$ cat config.mk
export PLATFORM = sky130hd
export DESIGN_NAME = mem_port_arbiter
export DESIGN_NICKNAME = d
export VERILOG_FILES = /design/src/rtl/mem_port_arbiter.sv
export SDC_FILE = /design/constraint.sdc
export NUM_CORES = 1
export LEC_CHECK = 0
export CELL_PAD_IN_SITES_DETAIL_PLACEMENT = 0
export CELL_PAD_IN_SITES_GLOBAL_PLACEMENT = 1
export CORE_MARGIN = 1.5
export CORE_UTILIZATION = 33
export CTS_CLUSTER_DIAMETER = 30
export CTS_CLUSTER_SIZE = 8
export DETAILED_ROUTE_END_ITERATION = 7
export PLACE_DENSITY = 0.9
export SLEW_MARGIN = 20
export SYNTH_ARGS = -nofsm -noshare
export SYNTH_HDL_FRONTEND = slang
export SYNTH_SLANG_ARGS = --single-unit
$ cat constraint.sdc
create_clock -name clock -period 7.1 [get_ports clock]
set_input_delay 1.42 -clock clock [delete_from_list [all_inputs] [get_ports clock]]
set_output_delay 1.42 -clock clock [all_outputs]
set_load 0.03 [all_outputs]
$ cat src/rtl/mem_port_arbiter.sv
// mem_port_arbiter
// Shares the single RAM port between instruction fetch and the memory stage.
// One transaction is in flight at a time. The granted request is registered
// onto the arb_ram_* outputs and held until the RAM signals ready or the wait
// counter times out. The requester then gets its read data and a one-cycle
// completion pulse. Data accesses win arbitration unless fetch has already
// been passed over STARVE_LIMIT times in a row.

module mem_port_arbiter #(
  parameter int unsigned STARVE_LIMIT = 4,   // 1..15
  parameter int unsigned TIMEOUT      = 63   // 1..255
) (
  input  logic        clock,
  input  logic        reset,

  // Fetch requester
  input  logic        if_arb_req,
  input  logic [31:0] if_arb_addr,
  output logic [31:0] arb_if_rdata,
  output logic        arb_if_valid,
  output logic        arb_if_stall,

  // Memory-stage requester
  input  logic        mem_arb_req,
  input  logic        mem_arb_we,
  input  logic [31:0] mem_arb_addr,
  input  logic [31:0] mem_arb_wdata,
  input  logic [3:0]  mem_arb_be,
  output logic [31:0] arb_mem_rdata,
  output logic        arb_mem_done,
  output logic        arb_mem_stall,

  // RAM port
  output logic        arb_ram_req,
  output logic        arb_ram_we,
  output logic [31:0] arb_ram_addr,
  output logic [31:0] arb_ram_wdata,
  output logic [3:0]  arb_ram_be,
  input  logic        ram_arb_ready,
  input  logic [31:0] ram_arb_rdata,

  output logic        arb_err
);

  typedef enum logic [1:0] {
    IDLE     = 2'd0,
    IF_BUSY  = 2'd1,
    MEM_BUSY = 2'd2
  } state_t;

  localparam logic [3:0] STARVE_LIM   = 4'(STARVE_LIMIT);
  localparam logic [7:0] TIMEOUT_LAST = 8'(TIMEOUT - 1);

  state_t      state_q, state_d;
  logic [3:0]  starve_cnt_q, starve_cnt_d;
  logic [7:0]  wait_cnt_q, wait_cnt_d;

  logic        ram_req_q, ram_req_d;
  logic        ram_we_q, ram_we_d;
  logic [31:0] ram_addr_q, ram_addr_d;
  logic [31:0] ram_wdata_q, ram_wdata_d;
  logic [3:0]  ram_be_q, ram_be_d;

  logic [31:0] if_rdata_q, if_rdata_d;
  logic [31:0] mem_rdata_q, mem_rdata_d;
  logic        if_valid_q, if_valid_d;
  logic        mem_done_q, mem_done_d;
  logic        err_q, err_d;

  logic        pulse_active;
  logic        mem_wins;
  logic        grant_mem;
  logic        grant_if;
  logic        busy;
  logic        timed_out;
  logic        finish;
  logic [31:0] finish_data;

  // Arbitration is only open in IDLE and never during the completion-pulse
  // cycle: the requester still shows its old request then, and granting it
  // would replay a transaction that has already completed.
  assign pulse_active = if_valid_q | mem_done_q;
  assign mem_wins     = mem_arb_req & (~if_arb_req | (starve_cnt_q < STARVE_LIM));
  assign grant_mem    = (state_q == IDLE) & ~pulse_active & mem_wins;
  assign grant_if     = (state_q == IDLE) & ~pulse_active & ~mem_wins & if_arb_req;

  // A transaction ends on ready, or on the cycle the wait counter would reach
  // TIMEOUT. Ready takes precedence, so a late ready is never flagged as an error.
  assign busy        = (state_q == IF_BUSY) | (state_q == MEM_BUSY);
  assign timed_out   = busy & ~ram_arb_ready & (wait_cnt_q == TIMEOUT_LAST);
  assign finish      = busy & (ram_arb_ready | timed_out);
  assign finish_data = (timed_out | ram_we_q) ? 32'h0 : ram_arb_rdata;

  // Next-state logic for the transaction FSM.
  always_comb begin
    // NOTE: every signal written here is given a default first so that no
    // path leaves it unassigned; a missing default infers a latch.
    state_d = state_q;
    case (state_q)
      IDLE: begin
        if (grant_mem) begin
          state_d = MEM_BUSY;
        end else if (grant_if) begin
          state_d = IF_BUSY;
        end
      end
      IF_BUSY, MEM_BUSY: begin
        if (finish) begin
          state_d = IDLE;
        end
      end
      default: state_d = IDLE;
    endcase
  end

  // Datapath next-state: grant capture, completion capture, counters, flags.
  always_comb begin
    starve_cnt_d = starve_cnt_q;
    wait_cnt_d   = wait_cnt_q;
    ram_req_d    = ram_req_q;
    ram_we_d     = ram_we_q;
    ram_addr_d   = ram_addr_q;
    ram_wdata_d  = ram_wdata_q;
    ram_be_d     = ram_be_q;
    if_rdata_d   = if_rdata_q;
    mem_rdata_d  = mem_rdata_q;
    if_valid_d   = 1'b0;
    mem_done_d   = 1'b0;
    err_d        = err_q;

    if (grant_mem) begin
      ram_req_d   = 1'b1;
      ram_we_d    = mem_arb_we;
      ram_addr_d  = mem_arb_addr;
      ram_wdata_d = mem_arb_wdata;
      ram_be_d    = mem_arb_be;
      wait_cnt_d  = 8'd0;
      // Only a grant that actually passes fetch over counts toward starvation.
      if (if_arb_req && (starve_cnt_q != 4'hF)) begin
        starve_cnt_d = starve_cnt_q + 4'd1;
      end
    end else if (grant_if) begin
      ram_req_d    = 1'b1;
      ram_we_d     = 1'b0;
      ram_addr_d   = if_arb_addr;
      ram_wdata_d  = 32'h0;
      ram_be_d     = 4'hF;
      wait_cnt_d   = 8'd0;
      starve_cnt_d = 4'd0;
    end

    if (busy && !ram_arb_ready) begin
      wait_cnt_d = wait_cnt_q + 8'd1;
    end

    if (finish) begin
      ram_req_d = 1'b0;
      if (state_q == IF_BUSY) begin
        if_rdata_d = finish_data;
        if_valid_d = 1'b1;
      end else begin
        mem_rdata_d = finish_data;
        mem_done_d  = 1'b1;
      end
      if (timed_out) begin
        err_d = 1'b1;
      end
    end
  end

  // State and datapath registers; reset clears everything including the RAM
  // request, so a transaction interrupted by reset produces no pulse.
  always_ff @(posedge clock or posedge reset) begin
    if (reset) begin
      state_q      <= IDLE;
      starve_cnt_q <= 4'd0;
      wait_cnt_q   <= 8'd0;
      ram_req_q    <= 1'b0;
      ram_we_q     <= 1'b0;
      ram_addr_q   <= 32'h0;
      ram_wdata_q  <= 32'h0;
      ram_be_q     <= 4'h0;
      if_rdata_q   <= 32'h0;
      mem_rdata_q  <= 32'h0;
      if_valid_q   <= 1'b0;
      mem_done_q   <= 1'b0;
      err_q        <= 1'b0;
    end else begin
      // NOTE: non-blocking assignments so every register samples the values
      // from before this edge, independent of statement order.
      state_q      <= state_d;
      starve_cnt_q <= starve_cnt_d;
      wait_cnt_q   <= wait_cnt_d;
      ram_req_q    <= ram_req_d;
      ram_we_q     <= ram_we_d;
      ram_addr_q   <= ram_addr_d;
      ram_wdata_q  <= ram_wdata_d;
      ram_be_q     <= ram_be_d;
      if_rdata_q   <= if_rdata_d;
      mem_rdata_q  <= mem_rdata_d;
      if_valid_q   <= if_valid_d;
      mem_done_q   <= mem_done_d;
      err_q        <= err_d;
    end
  end

  assign arb_ram_req   = ram_req_q;
  assign arb_ram_we    = ram_we_q;
  assign arb_ram_addr  = ram_addr_q;
  assign arb_ram_wdata = ram_wdata_q;
  assign arb_ram_be    = ram_be_q;

  assign arb_if_rdata  = if_rdata_q;
  assign arb_if_valid  = if_valid_q;
  assign arb_mem_rdata = mem_rdata_q;
  assign arb_mem_done  = mem_done_q;
  assign arb_err       = err_q;

  // Stalls follow the live request so a requester freezes the same cycle it asks.
  assign arb_if_stall  = if_arb_req & ~if_valid_q;
  assign arb_mem_stall = mem_arb_req & ~mem_done_q;

endmodule
# ---- Yosys cells after proc, flatten, opt, wreduce, memory -nomap -nowiden
# Cells that the tools add are included.
dict set report totals {
  register_bits 151
  in_bits 138
  out_inout_bits 139
  word_cells 84
}
dict set report classes {
  n_addsub 2
  magnitude_cmp 1
  eq_ne 7
  muxes 26
  bitwise_logic 22
  reduce_logical 13
}
# cell count
set ops {}
lappend ops {{$mux W32} 5}
lappend ops {{$mux W8} 3}
lappend ops {{$mux W4} 5}
lappend ops {{$and A1 B1 Y1} 10}
lappend ops {{$reduce_and A2 Y1} 5}
lappend ops {{$mux W1} 9}
lappend ops {{$add A8 B1 Y8 const B} 1}
lappend ops {{$eq A8 B6 Y1 const B} 1}
lappend ops {{$not A1 Y1} 7}
lappend ops {{$mux W2} 3}
lappend ops {{$reduce_bool A3 Y1} 2}
lappend ops {{$or A1 B1 Y1} 5}
lappend ops {{$add A4 B1 Y4 const B} 1}
lappend ops {{$lt A4 B3 Y1 const B} 1}
lappend ops {{$ne A4 B4 Y1 const B} 1}
lappend ops {{$pmux W2 S2} 1}
lappend ops {{$ne A3 B3 Y1 const B} 1}
lappend ops {{$eq A2 B1 Y1 const B} 1}
lappend ops {{$eq A2 B2 Y1 const B} 1}
lappend ops {{$logic_and A1 B1 Y1} 2}
lappend ops {{$logic_not A2 Y1} 1}
lappend ops {{$ne A2 B1 Y1 const B} 1}
lappend ops {{$ne A2 B2 Y1 const B} 1}
lappend ops {{$reduce_bool A2 Y1} 1}
lappend ops {{other kinds (2)} 2}

# ---- Logic depth before layout (Yosys ltp)
# Gate-level depths: netlist of the first run.
dict set report logic_depth {
  depth_word 9
  mapped_depth 7
  ltp_nobuf 5
}

# ---- Least setup slack after synthesis of the first run
# OpenSTA, ideal clock, no wires.
dict set report synth_path {
  kind {input to output}
  startpoint {input port mem_arb_req}
  endpoint {output port arb_mem_stall}
  arrival_ps 2114
  required_ps 5680
  setup_slack_ps 3566
  path_stages 2
  path_cell_list {clkbuf_1 nor2b_1}
}
dict set report synth_via {
  elab_chain_cells 1
}
# item line
set synth_rtl {}
lappend synth_rtl {{from (decl)} 24} ;# input logic mem_arb_req,
lappend synth_rtl {{$and A1 B1 Y1} 221} ;# assign arb_mem_stall = mem_arb_req & ~mem_done_q;
lappend synth_rtl {{to (decl)} 31} ;# output logic arb_mem_stall,
# No other way between the ends.

# ---- Worst setup path in the final report of the first run
# Same ends and word-level chain as after synthesis.

==> impl_metrics.toml, run 1 <==
[detailed_routing]
routed_wl_um = 20300
dr.pass1.iters = 4
drc = 0
dr_total_vias = 5545
detail-route-antenna-nets = 0
initialDrtViolationCount = 251
wl_per_cell_um = 18.6
viasPerCell = 5.10

[cells_and_area]
final_common_cell = "clkdlybuf4s50_1"
seqCellArea_um2 = 3780
finalNetCount = 952
fin_util = 0.522
multi_input_area_um2 = 2450
fillCellCount = 1709
final_cell_mix = "276 x clkdlybuf4s50_1, 151 x dfrtp_1, 43 x inv_1"
layout-drive-gt1-share = 0.114
area_growth_pct = 55.0

[logic_synthesis]
synth_top_cell_area_share = 0.574
synthCells = 547
synth-xor-area-share = 0
syn_nets = 690
synth.area.mux_share = 0
post_synth_num_cell_types = 45
synth_fa_ha_area_frac = 0.00951
yosys.area.top_type = "dfrtp_1"
synth.yosys.seq_area_share = 0.574
synth_compound_area_frac = 0.281
syn_area_um2 = 6580
syn_avg_cell_area_um2 = 12.0
synth_warnings = 0
synth_top_family_by_area = "compound AO/OA/AOI/OAI gates"
synthSimpleGateAreaFrac = 0.0755
ys_ff_latch = 151
synthTopCellsByArea = "dfrtp_1 57%, o221a_2 5.6%, a22o_1 4.4%"

[cts]
cts_tree = "yes"
clk_pin_slew_ns = 0.06
clockBufferDepth = 2
cts_buffers = 17
ctsHoldBuffers = 0
clkLatencyLatePin_ns = 0.42
htreeDepth = 4
cts.root.buffer_cell = "clkbuf_16"
cts_resized = 0
cts_num_sinks = 151
post_cts_buffers = 0

[power_and_ir_drop]
p_leak_nw = 4.04
cellPowerDensity_nw_per_um2 = 450
ir_drop_v = 0.000219
finalPower_mw = 4.59

[placed_design]
dp_hpwl_um = 13600
portBuffers = 276
gp_congestion = 0.745

[critical_path]
path_class = "input pin to output port"
worstPathRequired_ns = 5.68
critical_path.max_fanout = 8
arrival_ns = 2.92
cp-start-kind = "input pin"
critPathMaxStageDelay_ns = 0.68
rr_endpoint = "arb_if_rdata[29]"
path_cells = "clkdlybuf4s50_1, nor2b_1, clkdlybuf4s50_1"
ff2ff_path_depth = 6
ff2ff_setup_slack_ns = 4.83
endpoint_kind = "output port"
cp_slowest_cell = "clkdlybuf4s50_1"
cp_common_cell = "clkdlybuf4s50_1"
reg2reg_from = "state_q[1]"

[sta]
finalMaxSlewViolations = 0
finalCritPeriodShare = 0.612
clock.fmax_mhz = 230
setup_tns_ns = 0
final.setup_skew_ns = 0.0108
setup_viol = 0
fin_crit_ns = 4.34
maxSlewHeadroom = 0.409
hold_viol = 0
worstMarginPinSlew_ns = 0.883
rsz0062_at_grt = "no"

[hold_path]
hold_path_depth = 1
hold_end = "arb_err"
worst_hold_path_type = "flop to flop"
holdCritStartpoint = "arb_err"

[status]
status = "completed"

[floorplan]
die_area_um2 = 20800
core_region_area_um2 = 19500
rows = 51
start_util = 0.337
die_y_um = 144
io_pins = 277
die_x_um = 144

[grt]
grt_max_degree = 89
grt_overflow = 0
grt_pass1_wl_um = 30400
antenna_found_initial = 0
grt_pass1_vias = 5388
grtUsageTotal = 0.189

[run]
drv_cap = 0
-- worst max-delay path by stage --
stage / slack, ns / depth (start not counted) / start / endpoint
finish: 2.76 / 3 / mem_arb_req / arb_mem_stall
detailed placement: 2.74 / 3 / mem_arb_req / arb_mem_stall
floorplan: 1.62 / 1 / reset / arb_err
global placement: 2.72 / 3 / mem_arb_req / arb_mem_stall
CTS: 2.74 / 3 / mem_arb_req / arb_mem_stall
global route: 2.66 / 3 / mem_arb_req / arb_mem_stall
-- synth_stat cells --
library cell  instances
o21bai_1             32
o22ai_1               1
buf_4                 1
o211ai_1              9
nand4b_1              1
and4bb_2              1
nor2b_1              35
nor4bb_1              1
a31oi_1               2
nor2_1                3
buf_6                 1
o221a_2              33
or3_2                 1
o21ai_1               2
o21ai_2               1
o21ai_0              38
a21oi_1               1
nand3_1               6
nand2b_1              3
and3_1                1
or3b_1                1
nand4bb_1             2
o21a_1                2
a221o_2               4
a221o_1              28
a21o_1                1
or4_2                 2
a22oi_1              32
a22o_1               33
and2_1                2
or4_1                 2
clkbuf_1             23
buf_2                16
nor4_1                1
inv_1                44
nor3b_2               1
o22a_1                4
o221ai_1              1
dfrtp_1             151
nor3b_1               1
buf_8                 3
o41a_2                1
nand2_1              13
ha_1                  5
nand4_4               1
-- report_power, final --
| group | switching (mW) | leakage, nW | total (mW) | internal (mW) |
|---|---|---|---|---|
| Clock | 0.379 | 0.299 | 0.959 | 0.580 |
| Sequential | 0.209 | 1.74 | 1.38 | 1.17 |
| Combinational | 1.27 | 2.01 | 2.25 | 0.980 |
| Total | 1.86 | 4.04 | 4.59 | 2.73 |
-- worst max-delay path: cells and delay by family --
family	cells	cell delay, ns
buf+inv	2	1.32
simple gates	1	0.18
-- routing by layer --
metal / share of wire / global-route usage / vias to the layer above
met5: 0 / 0 / -
met4: 0.011 / 0.0516 / 0
met3: 0.095 / 0.0642 / 18
met2: 0.47 / 0.302 / 221
met1: 0.42 / 0.244 / 2697
li1: - / - / 2609
-- final cells by class --
type                       instances  share of cell area
sequential                       151               0.371
timing repair buffer             287               0.279
multi-input combinational        308               0.240
clock buffer                      20              0.0448
tap                              265              0.0325
inverter                          44              0.0167
clock inverter                    11              0.0162
antenna                            1            0.000245
-- stage by stage --
| step | worst slack, ns | cells | hold WS (ns) | area [µm²] |
|---|---|---|---|---|
| final | 2.76 | 1087 | 0.461 | 10200 |
| after floorplan | 1.62 | 547 | 0.454 | 6580 |
| after detailed placement | 2.74 | 1055 | 0.452 | 9570 |
| after global placement | 2.72 | 1055 | 0.442 | 9570 |
| after CTS | 2.74 | 1086 | 0.466 | 10200 |
| after global routing | 2.66 | 1086 | 0.492 | 10200 |
-- sequential cells by signal, summed over array words and instances (netlist names) --
register	count
arb_ram_req	1
state_q	2
starve_cnt_q	4
arb_ram_addr	32
arb_ram_wdata	32
arb_ram_we	1
arb_if_rdata	32
arb_mem_done	1
arb_mem_rdata	32
arb_ram_be	4
arb_err	1
arb_if_valid	1
wait_cnt_q	8
-- cell families (layout without fill, tap and decap cells) --
family | after synthesis | in the layout
DFF | 151 | 151
AOI/OAI and AO/OA | 225 | 225
and+or+nand+nor | 78 | 78
adders and majority gates | 5 | 5
buffers and inverters | 88 | 362
other | 0 | 1
(Power assumes the default switching activity.)
==> run 2: changes to the inputs <==
==> constraint.sdc (replaced) <==
create_clock -name clock -period 4.1 [get_ports clock]
set_input_delay 0.82 -clock clock [delete_from_list [all_inputs] [get_ports clock]]
set_output_delay 0.82 -clock clock [all_outputs]
set_load 0.03 [all_outputs]
==> impl_metrics.toml, run 2 (synthesized netlist as in run 1, its figures left out) <==
[hold_path]
hold_path_depth = 1
worst_hold_path_type = "flop to flop"
holdCritStartpoint = "arb_err"
hold_end = "arb_err"

[cells_and_area]
final_cells = 1086
fillCellCount = 1727
area_growth_pct = 54.7
final_common_cell = "clkdlybuf4s50_1"
fin_util = 0.521
finalNetCount = 953
layout-drive-gt1-share = 0.116
final_cell_mix = "276 x clkdlybuf4s50_1, 151 x dfrtp_1, 43 x inv_1"
antennaDiodeCount = 0

[cts]
cts_buffers = 17
ctsHoldBuffers = 0
cts_tree = "yes"
cts_num_sinks = 151
clk_pin_slew_ns = 0.06
cts.root.buffer_cell = "clkbuf_16"
post_cts_buffers = 0
clkLatencyLatePin_ns = 0.41
cts_resized = 0
clockBufferDepth = 2
htreeDepth = 4

[critical_path]
critical_path.max_fanout = 8
cp-start-kind = "input pin"
ff2ff_path_depth = 6
worstPathRequired_ns = 3.28
rr_endpoint = "arb_ram_addr[15]"
endpoint_kind = "output port"
reg2reg_from = "state_q[0]"
path_class = "input pin to output port"
ff2ff_setup_slack_ns = 1.54
arrival_ns = 2.32

[power_and_ir_drop]
seqPwrFrac = 0.306
p_clk_frac = 0.195
cellPowerDensity_nw_per_um2 = 769
switching_power_mw = 3.18
power_frac_comb = 0.498
ir_drop_v = 0.000342
p_leak_nw = 4.02
power.internal_mw = 4.65
swShare = 0.406

[detailed_routing]
drc = 0
dr.pass1.iters = 5
dr_total_vias = 5570
viasPerCell = 5.13
detail-route-antenna-nets = 0
initialDrtViolationCount = 282
wl_per_cell_um = 18.5
routed_wl_um = 20000

[placed_design]
dp.cells = 1056
pre_cts_slack_ns = 0.956
portBuffers = 276
gp_congestion = 0.742
dp_hpwl_um = 13600

[sta]
maxSlewHeadroom = 0.436
hold_ws_ns = 0.459
finalMaxSlewViolations = 0
fin_crit_ns = 3.14
clock.fmax_mhz = 318
setup_viol = 0
hold_viol = 0
fin_ws_ns = 0.959
worstMarginPinSlew_ns = 0.843
final.setup_skew_ns = 0.0103
setup_tns_ns = 0
finalCritPeriodShare = 0.766
rsz0062_at_grt = "no"

[floorplan]
die_y_um = 144
start_util = 0.337
die_area_um2 = 20800
rows = 51
io_pins = 277
core_region_area_um2 = 19500
die_x_um = 144

[grt]
antenna_found_initial = 0
grt_overflow = 0
grt_pass1_wl_um = 30900
grt_max_degree = 69
grtUsageTotal = 0.192
grt_pass1_vias = 5597

[run]
drv_cap = 0

[status]
status = "completed"
## run 2: cell count changes in the layout (fill, tap and decap cells not counted), sizes merged
cell      previous run  this run
clkinvlp             2         6
inv                 48        45
buf                 11        12
bufinv               3         2
clkbuf              20        19
diode                1         0
## run 2: area by class of cell
| class | count | area (µm²) | area share |
|---|---|---|---|
| clock buffers | 19 | 443 | 0.0435 |
| clock inverters | 11 | 125 | 0.0123 |
| inverters | 44 | 169 | 0.0166 |
| multi-input cells | 308 | 2440 | 0.240 |
| flip-flops and latches | 151 | 3780 | 0.371 |
| well taps | 265 | 332 | 0.0326 |
| repair buffers | 288 | 2890 | 0.284 |
## run 2: worst max-delay path, stage by stage
cell and delay (ns):
clkdlybuf4s50_1 0.64, nor2b_1 0.18, clkdlybuf4s50_1 0.68
## run 2: worst max-delay path by stage
stage	to	from	cells past startpoint
final	arb_mem_stall	mem_arb_req	3
after global routing	arb_mem_stall	mem_arb_req	3
after CTS	arb_mem_stall	mem_arb_req	3
after detailed placement	arb_mem_stall	mem_arb_req	3
after global placement	arb_mem_stall	mem_arb_req	3
after floorplan	arb_err	reset	1
## run 2: power groups by stage
| stage | combinational (mW) | clock, mW | sequential [mW] |
|---|---|---|---|
| 6_report | 3.90 | 1.53 | 2.40 |
| 5_1_grt | 4.18 | 1.65 | 2.47 |
| 4_1_cts | 3.93 | 1.57 | 2.40 |
| 3_5_place_dp | 3.93 | 0 | 2.40 |
| 3_3_place_gp | 3.85 | 0 | 2.41 |
| 2_1_floorplan | 1.39 | 0 | 3.36 |
## run 2: layer usage
metal	share of wire	track usage	vias up
met5	0	0	-
met4	0.0094	0.0436	0
met3	0.11	0.0762	17
met2	0.48	0.320	235
met1	0.40	0.234	2729
li1	-	-	2589
## run 2: per-stage QoR
step	cell area (µm²)	power [mW]
after global routing	10200	8.30
after CTS	10200	7.90
after detailed placement	9610	6.33
final	10200	7.83
after global placement	9610	6.26
after floorplan	6580	4.75
